==> config.mk <==
export PLATFORM = sky130hd
export DESIGN_NAME = face_classifier_sdiv_seq
export DESIGN_NICKNAME = d
export VERILOG_FILES = /design/src/rtl/face_classifier_sdiv_seq.sv
export SDC_FILE = /design/constraint.sdc
export NUM_CORES = 1
export LEC_CHECK = 0
export ABC_AREA = 1
export CORE_ASPECT_RATIO = 0.6
export CORE_MARGIN = 8
export CORE_UTILIZATION = 57
export CTS_CLUSTER_SIZE = 20
export DETAILED_ROUTE_END_ITERATION = 10
export PLACE_DENSITY_LB_ADDON = 0.08
export SYNTH_ARGS = -nofsm -noshare
export SYNTH_HDL_FRONTEND = slang
export SYNTH_SLANG_ARGS = --single-unit
==> constraint.sdc <==
create_clock -name ap_clk -period 3.65 [get_ports ap_clk]
set_input_delay 0.5475 -clock ap_clk [delete_from_list [all_inputs] [get_ports ap_clk]]
set_output_delay 0.5475 -clock ap_clk [all_outputs]
set_load 0.02 [all_outputs]
==> src/rtl/face_classifier_sdiv_seq.sv <==
// Sequential signed restoring divider (truncating, C-style) with valid/ready in and held result out.
// Optional macro FACE_CLASSIFIER_SDIV_DBZ_SAT_EN selects saturating divide-by-zero results.
module face_classifier_sdiv_seq #(
  parameter int unsigned WIDTH = 13
) (
  input  logic             ap_clk,
  input  logic             ap_rst,
  input  logic             din_valid,
  output logic             din_ready,
  input  logic [WIDTH-1:0] dividend,
  input  logic [WIDTH-1:0] divisor,
  output logic             dout_valid,
  input  logic             dout_ready,
  output logic [WIDTH-1:0] quotient,
  output logic [WIDTH-1:0] remainder,
  output logic             div_by_zero
);

  localparam int unsigned CntW = $clog2(WIDTH);

  typedef enum logic [1:0] {StIdle, StDiv, StDone} state_e;

  state_e          state_q, state_d;
  logic [CntW-1:0] count_q, count_d;
  logic [WIDTH:0]  dvd_q, dvd_d, dvs_q, dvs_d, rem_q, rem_d;
  logic [WIDTH-1:0] quo_q, quo_d;
  logic            qsign_q, qsign_d, rsign_q, rsign_d, zero_q, zero_d;
  logic [WIDTH-1:0] quotient_d, remainder_d;
  logic            dbz_d;

  logic [WIDTH:0]   dividend_ext, divisor_ext, shifted, rem_step;
  logic [WIDTH+1:0] diff;
  logic             qbit;
  logic [WIDTH-1:0] quo_step;
  logic             unused_bits;

  assign dividend_ext = {dividend[WIDTH-1], dividend};
  assign divisor_ext  = {divisor[WIDTH-1], divisor};

  // One restoring step; partial remainder never exceeds WIDTH bits, so its top bit is spare.
  always_comb begin
    shifted  = {rem_q[WIDTH-1:0], dvd_q[WIDTH-1]};
    diff     = {1'b0, shifted} - {1'b0, dvs_q};
    qbit     = ~diff[WIDTH+1];
    rem_step = qbit ? diff[WIDTH:0] : shifted;
    quo_step = {quo_q[WIDTH-2:0], qbit};
  end

  assign unused_bits = ^{dvd_q[WIDTH], rem_q[WIDTH]};

  always_comb begin
    state_d     = state_q;
    count_d     = count_q;
    dvd_d       = dvd_q;
    dvs_d       = dvs_q;
    rem_d       = rem_q;
    quo_d       = quo_q;
    qsign_d     = qsign_q;
    rsign_d     = rsign_q;
    zero_d      = zero_q;
    quotient_d  = quotient;
    remainder_d = remainder;
    dbz_d       = div_by_zero;
    unique case (state_q)
      StIdle: begin
        if (din_valid) begin
          dvd_d   = dividend[WIDTH-1] ? -dividend_ext : dividend_ext;
          dvs_d   = divisor[WIDTH-1] ? -divisor_ext : divisor_ext;
          qsign_d = dividend[WIDTH-1] ^ divisor[WIDTH-1];
          rsign_d = dividend[WIDTH-1];
          zero_d  = (divisor == '0);
          rem_d   = '0;
          quo_d   = '0;
          count_d = '0;
          state_d = StDiv;
        end
      end
      StDiv: begin
        rem_d   = rem_step;
        quo_d   = quo_step;
        dvd_d   = {dvd_q[WIDTH-1:0], 1'b0};
        count_d = count_q + CntW'(1);
        if (count_q == CntW'(WIDTH - 1)) begin
          state_d     = StDone;
          dbz_d       = zero_q;
          quotient_d  = qsign_q ? -quo_step : quo_step;
          remainder_d = rsign_q ? -rem_step[WIDTH-1:0] : rem_step[WIDTH-1:0];
          if (zero_q) begin
`ifdef FACE_CLASSIFIER_SDIV_DBZ_SAT_EN
            quotient_d  = rsign_q ? {1'b1, {(WIDTH-1){1'b0}}} : {1'b0, {(WIDTH-1){1'b1}}};
            remainder_d = '0;
`else
            // Raw restoring result: all-ones quotient, remainder equals the dividend.
            quotient_d  = '1;
`endif
          end
        end
      end
      StDone: begin
        if (dout_ready) state_d = StIdle;
      end
      default: state_d = StIdle;
    endcase
  end

  always_ff @(posedge ap_clk or posedge ap_rst) begin
    if (ap_rst) begin
      state_q     <= StIdle;
      count_q     <= '0;
      dvd_q       <= '0;
      dvs_q       <= '0;
      rem_q       <= '0;
      quo_q       <= '0;
      qsign_q     <= 1'b0;
      rsign_q     <= 1'b0;
      zero_q      <= 1'b0;
      quotient    <= '0;
      remainder   <= '0;
      div_by_zero <= 1'b0;
    end else begin
      state_q     <= state_d;
      count_q     <= count_d;
      dvd_q       <= dvd_d;
      dvs_q       <= dvs_d;
      rem_q       <= rem_d;
      quo_q       <= quo_d;
      qsign_q     <= qsign_d;
      rsign_q     <= rsign_d;
      zero_q      <= zero_d;
      quotient    <= quotient_d;
      remainder   <= remainder_d;
      div_by_zero <= dbz_d;
    end
  end

  assign din_ready  = (state_q == StIdle);
  assign dout_valid = (state_q == StDone);

endmodule

==> results.json, run 1 <==
{
  "drv_slew": 0,
  "grt_overflow": 0,
  "syn_area_per_cell_um2": 7.62,
  "hp-start": "remainder[5]",
  "reg2reg_from": "dvd_q[12]",
  "clock.fmax_mhz": 304,
  "netlist_area_um2": 5330,
  "post-route-period-util_pct": 90.1,
  "synth_fa_ha_area_share_pct": 5.07,
  "crit_required_ns": 3.89,
  "clockRootBuffer": "clkbuf_16",
  "cpMostUsedCell": "inv_1",
  "yosys_warnings": 0,
  "ant_nets": 0,
  "synth_edf_count": 0,
  "routedWlPerCell_um": 16.0,
  "tightestPinTransition_ns": 0.872,
  "worstSetupPathType": "flip-flop to flip-flop",
  "die_y_um": 90.9,
  "synth_mux_area_share_pct": 0,
  "finalSetupViolations": 0,
  "cts.clk_slew.worst_paths_ns": 0.06,
  "drcViolationCount": 0,
  "synth.top_cell.area_share_pct": 41.3,
  "synth_common_cells": "178 x nand2_1, 103 x inv_1, 88 x dfrtp_1",
  "h-tree-depth": 3,
  "nets": 813,
  "crit_path_start_kind": "flip-flop",
  "grt.total_usage_pct": 23.0,
  "cts_tree": "built",
  "critPathLaunch": "dvd_q[12]",
  "vias": 4866,
  "r2r_cells": 20,
  "setup_tns_ns": 0,
  "power_leakage_nw": 3.20,
  "initial_core_util_pct": 58.4,
  "first_iter_violations": 369,
  "crit_path_cell_trace": "inv_1 -> ha_1 -> inv_1 -> fa_1 -> nand2_1 -> nand2_1 -> nand3_1 -> nand2_1 -> nand2_4 -> nand2_4 -> inv_1 -> ha_1 -> nand3_1 -> nor3_2 -> nand3_1 -> nor3_1 -> a31oi_1 -> xor2_1 -> o21bai_1 -> inv_1",
  "nFillCells": 748,
  "core_um2": 9120,
  "crit_slowest_cell": "dfrtp_1",
  "die-area_um2": 12800,
  "first_global_vias": 4877,
  "cts_hold_buf": 0,
  "row_count": 27,
  "io_pins": 59,
  "synthArstFlopShare_pct": 100,
  "synth.distinct_cells": 42,
  "synthTopCellsByArea": "dfrtp_1 41%, nand2_1 13%, inv_1 7.3%",
  "synth-xor-area-share_pct": 5.09,
  "end_kind": "flip-flop",
  "yosys.area.top_type": "dfrtp_1",
  "area_growth_pct": 20.5,
  "die-width_um": 141,
  "synth_flop_cell": "dfrtp_1",
  "min_period_ns": 3.29,
  "fin_skew_ns": 0.00854,
  "grt_max_degree": 49,
  "synthSimpleGateAreaFrac_pct": 26.5,
  "relSlewSlack_pct": 41.8,
  "maxCapViolations": 0,
  "vias_per_cell": 5.51,
  "synth_seq_cells": 88,
  "syn_inst": 700,
  "num_antenna_cells": 0,
  "ir_drop_mv": 0.538,
  "worst_hold_slack_ns": 0.478,
  "outcome": "finished clean",
  "clock-sinks": 88,
  "hold_class": "flip-flop to flip-flop",
  "antenna_found_initial": 0,
  "crit_fanout": 10,
  "dp_hpwl_um": 10600,
  "synth.most_common_cell": "nand2_1",
  "firstDrtPassIters": 5,
  "synth-seq-area-share_pct": 41.3,
  "hold_viol_final": 0,
  "clock_latency_ns": 0.35,
  "p_per_area_nw_per_um2": 1140,
  "layout-drive-gt1-share_pct": 7.17,
  "cts_buffer_depth": 2,
  "cp_slowest_stage_delay_ns": 0.40,
  "io_buffer_count": 58,
  "hold_depth": 2,
  "cts_buffers": 9,
  "syn-num-nets": 751,
  "grt_pass1_wl_um": 23900,
  "drt-total-wl_um": 14200,
  "synth_top_family_by_area": "simple AND/OR/NAND/NOR gates",
  "synth_compound_area_share_pct": 13.2,
  "timing.critical_path.arrival_ns": 3.53,
  "gp_congestion": 0.874,
  "grt_setup_unrepaired": "false"
}
[sequential cells by signal, indices dropped and copies added, names as in the netlist]
signal and flops:
div_by_zero 1, dvs_q 14, remainder 13, count_q 4
qsign_q 1, rem_q 13, dvd_q 13, zero_q 1
state_q 2, rsign_q 1, quo_q 12, quotient 13
[where the power goes]
group	leakage [nW]	switching [mW]	internal (mW)
logic	1.94	2.87	1.62
registers	1.09	0.340	1.43
clock network	0.169	0.402	0.691
[final timing paths]
check	endpoint	slack, ns
worst max-delay path	quotient[12]	0.36
worst min-delay path	remainder[5]	0.48
worst max register to register	quotient[12]	0.36
worst min register to register	remainder[5]	0.48
max in group asynchronous	div_by_zero	2.15
min in group asynchronous	quotient[8]	0.68
[cell families (layout without fill, tap and decap cells)]
logic type               count (synthesis)  count (layout)
AO/OA/AOI/OAI                          116             116
XOR/XNOR                                31              31
adder cells (fa/ha/maj)                 21              21
buffers and inverters                  123             190
flip-flops                              88              88
AND/OR/NAND/NOR                        321             321
[cell usage in the layout, fill, tap and decap left out, types with 2 or more instances in the layout]
cell             synthesis  routed
a21o_1                   2       2
a21oi_1                 13      13
xnor2_1                  4       4
nor2_2                   5       5
dfrtp_1                 88      88
clkbuf_16                0       9
nand3b_1                 2       2
nor2_4                   3       3
nand3_1                 52      52
nor3_1                  10       9
nand3_2                  3       3
a22oi_1                 11      11
nor2_1                  47      47
xor2_1                  27      27
bufinv_16                0       3
nand2_1                178     178
nand4_1                  6       6
o22ai_1                 19      19
nand2_2                  9       9
o31ai_1                  2       2
buf_4                    1      12
nand2_4                  3       3
ha_1                    20      20
o21ai_0                 51      51
inv_1                  103     102
clkdlybuf4s50_1          0      58
a31oi_1                  8       8
[final cells by class]
cell class | count | area, um2 | share of cell area (%)
Multi-Input combinational cell | 489 | 2660 | 41.4
Inverter | 104 | 392 | 6.10
Clock buffer | 10 | 239 | 3.72
Timing Repair Buffer | 70 | 671 | 10.4
Clock inverter | 6 | 115 | 1.79
Tap cell | 116 | 145 | 2.26
Sequential cell | 88 | 2200 | 34.3
[per-layer routing]
metal | share of wire (%) | GRT usage, % | wire, um | vias to the layer above
met5 | 0 | 0 | 0 | -
met4 | 0.85 | 5.60 | 120 | 0
met3 | 6.7 | 5.86 | 949 | 13
met2 | 44 | 35.0 | 6230 | 165
met1 | 48 | 32.1 | 6860 | 2289
li1 | - | - | - | 2399
[repair_timing]
| item | CTS | global route |
|---|---|---|
| hold endpoints to repair | 0 | 0 |
| endpoints found under the setup margin | 0 | 1 |
| buffers inserted | 0 | 0 |
| resized for setup | 0 | 1 |
[critical path, delay by kind of cell, from the launching register on]
kind,cells,cell delay (ns)
and+or+nand+nor,10,1.35
adders and majority gates,3,0.71
DFF,1,0.40
buffers and inverters,4,0.31
AOI/OAI and AO/OA,2,0.27
xor gates and xnor gates,1,0.16
[through the flow]
| stage | worst slack, ns | area [um2] | total power, mW | std cells | utilization, % |
|---|---|---|---|---|---|
| 4_1_cts | 0.283 | 6420 | 7.33 | 883 | 70.4 |
| 5_1_grt | 0.0275 | 6420 | 7.98 | 883 | 70.4 |
| 2_1_floorplan | 0.638 | 5330 | 4.90 | 700 | - |
| 6_report | 0.361 | 6420 | 7.35 | 883 | 70.4 |
| 3_3_place_gp | 0.445 | 6060 | 6.07 | 867 | 66.5 |
| 3_5_place_dp | 0.306 | 6060 | 6.18 | 867 | 66.5 |
No activity file was read; power rests on OpenSTA's default activity.
==> run 2, diff against run 1 <==
--- a/config.mk
+++ b/config.mk
@@ -7,7 +7,7 @@
 export LEC_CHECK = 0
 export ABC_AREA = 1
 export CORE_ASPECT_RATIO = 0.6
-export CORE_MARGIN = 8
+export CORE_MARGIN = 2
 export CORE_UTILIZATION = 57
 export CTS_CLUSTER_SIZE = 20
 export DETAILED_ROUTE_END_ITERATION = 10
==> run 2 against run 1 <==
Net effect:
- critical endpoint unchanged
- first-iteration DRC count grew 36%
- die area shrank 21%
- flip-flop and latch count is the same
- register-to-register slack lost 0.05 ns
- utilization shrank 0.55 points
- combinational power is essentially flat
- worst setup slack lost 0.052 ns
- power shrank 1.9%
==> results.json, run 2 (same netlist as run 1, synthesis figures left out) <==
{
  "cts_buffer_depth": 2,
  "grt.total_usage_pct": 29.5,
  "cp_slowest_stage_delay_ns": 0.41,
  "cts_setup_buffers": 0,
  "grt_overflow": 0,
  "crit_required_ns": 3.89,
  "power_leakage_nw": 3.18,
  "firstDrtPassIters": 5,
  "clockRootBuffer": "clkbuf_16",
  "worstSetupPathType": "flip-flop to flip-flop",
  "io_pins": 59,
  "crit_path_start_kind": "flip-flop",
  "nets": 810,
  "io_buffer_count": 58,
  "largest_register_ffs": 14,
  "vias_per_cell": 5.60,
  "first_iter_violations": 502,
  "tightestPinTransition_ns": 0.749,
  "fin_cells": 880,
  "worst_hold_slack_ns": 0.479,
  "multi_input_area_um2": 2670,
  "grt_setup_unrepaired": "false",
  "clock-sinks": 88,
  "dp_hpwl_um": 10200,
  "area_growth_pct": 19.5,
  "first_global_vias": 4829,
  "die-width_um": 129,
  "cpMostUsedCell": "inv_1",
  "grt_pass1_wl_um": 23400,
  "routedWlPerCell_um": 15.6,
  "clock_latency_ns": 0.35,
  "ant_nets": 0,
  "die-area_um2": 10200,
  "layout-drive-gt1-share_pct": 6.81,
  "crit_slowest_cell": "fa_1",
  "drt-total-wl_um": 13700,
  "p_per_area_nw_per_um2": 1130,
  "outcome": "finished clean",
  "maxCapViolations": 0,
  "hold_viol_final": 0,
  "antenna_found_initial": 0,
  "layout_common_cells": "178 x nand2_1, 102 x inv_1, 88 x dfrtp_1",
  "end_kind": "flip-flop",
  "fin_skew_ns": 0.00749,
  "crit_fanout": 10,
  "largest_register": "dvs_q",
  "drcViolationCount": 0,
  "seq_area_um2": 2200,
  "finalSetupViolations": 0,
  "setup_tns_ns": 0,
  "drv_slew": 0,
  "dp.cells": 864,
  "final_common_cell": "nand2_1",
  "cts_buffers": 9,
  "gp_congestion": 0.931,
  "cts_hold_buf": 0,
  "post-route-period-util_pct": 91.5,
  "initial_core_util_pct": 58.4,
  "cts_tree": "built",
  "die_y_um": 78.9,
  "nFillCells": 759,
  "crit_path_cell_trace": "inv_1 -> ha_1 -> inv_1 -> fa_1 -> nand2_1 -> nand2_1 -> nand3_1 -> nand2_1 -> nand2_4 -> nand2_4 -> inv_1 -> ha_1 -> nand3_1 -> nor3_2 -> nand3_1 -> nor3_2 -> a31oi_1 -> xor2_1 -> o21bai_1 -> inv_1",
  "vias": 4929,
  "row_count": 27,
  "min_period_ns": 3.34,
  "h-tree-depth": 3,
  "relSlewSlack_pct": 50.0,
  "hold_class": "flip-flop to flip-flop",
  "core_um2": 9120,
  "grt_max_degree": 48,
  "setup_ws_ns": 0.310,
  "dp_slack_ns": 0.211,
  "fin_util_pct": 69.9,
  "timing.critical_path.arrival_ns": 3.58,
  "clock.fmax_mhz": 299,
  "num_antenna_cells": 0,
  "cts.clk_slew.worst_paths_ns": 0.06,
  "ir_drop_mv": 0.478
}
[run 2: repair_timing]
item	CTS	global route
gates resized for setup	0	2
endpoints found under the hold margin	0	0
endpoints found under the setup margin	0	2
[run 2: metal layers]
metal,global-route usage [%],share of wire (%),up-vias
met5,0,0,-
met4,6.85,1.2,0
met3,8.22,8.2,22
met2,44.2,43,173
met1,42.7,48,2350
li1,-,-,2384
[run 2: worst paths after layout]
kind | start | endpoint | slack (ns) | depth (start not counted)
hold / removal | remainder[3] | remainder[3] | 0.48 | 2
setup reg to reg | dvd_q[12] | quotient[12] | 0.31 | 20
min in group asynchronous | ap_rst | quo_q[8] | 0.63 | 2
max in group asynchronous | ap_rst | dvs_q[0] | 2.31 | 3
setup / recovery | dvd_q[12] | quotient[12] | 0.31 | 20
hold reg to reg | remainder[3] | remainder[3] | 0.48 | 2
[run 2: critical path: cells and delay by family (launching register included)]
kind,cells,cell delay [ns]
xor+xnor,1,0.15
compound gates,2,0.25
simple gates,10,1.37
flops,1,0.39
buf+inv,4,0.33
fa+ha+maj,3,0.76
[run 2: area by class of cell]
| type | instances | share of cell area (%) |
|---|---|---|
| multi-input combinational | 489 | 41.8 |
| sequential | 88 | 34.6 |
| timing repair buffer | 67 | 10.4 |
| inverter | 104 | 6.14 |
| clock buffer | 12 | 4.02 |
| tap | 116 | 2.28 |
| clock inverter | 4 | 0.824 |
[run 2: through the flow]
| step | power (mW) | instance area [um2] |
|---|---|---|
| 6_report | 7.22 | 6370 |
| 5_1_grt | 7.89 | 6370 |
| 4_1_cts | 7.16 | 6360 |
| 3_5_place_dp | 6.17 | 6050 |
| 3_3_place_gp | 6.06 | 6050 |
| 2_1_floorplan | 4.90 | 5330 |
[run 2: power breakdown]
group	total (mW)	switching, mW	leakage (nW)	internal, mW
Combinational	4.48	2.86	1.93	1.62
Sequential	1.77	0.339	1.09	1.43
Clock	0.963	0.394	0.153	0.569
Total	7.22	3.60	3.18	3.62
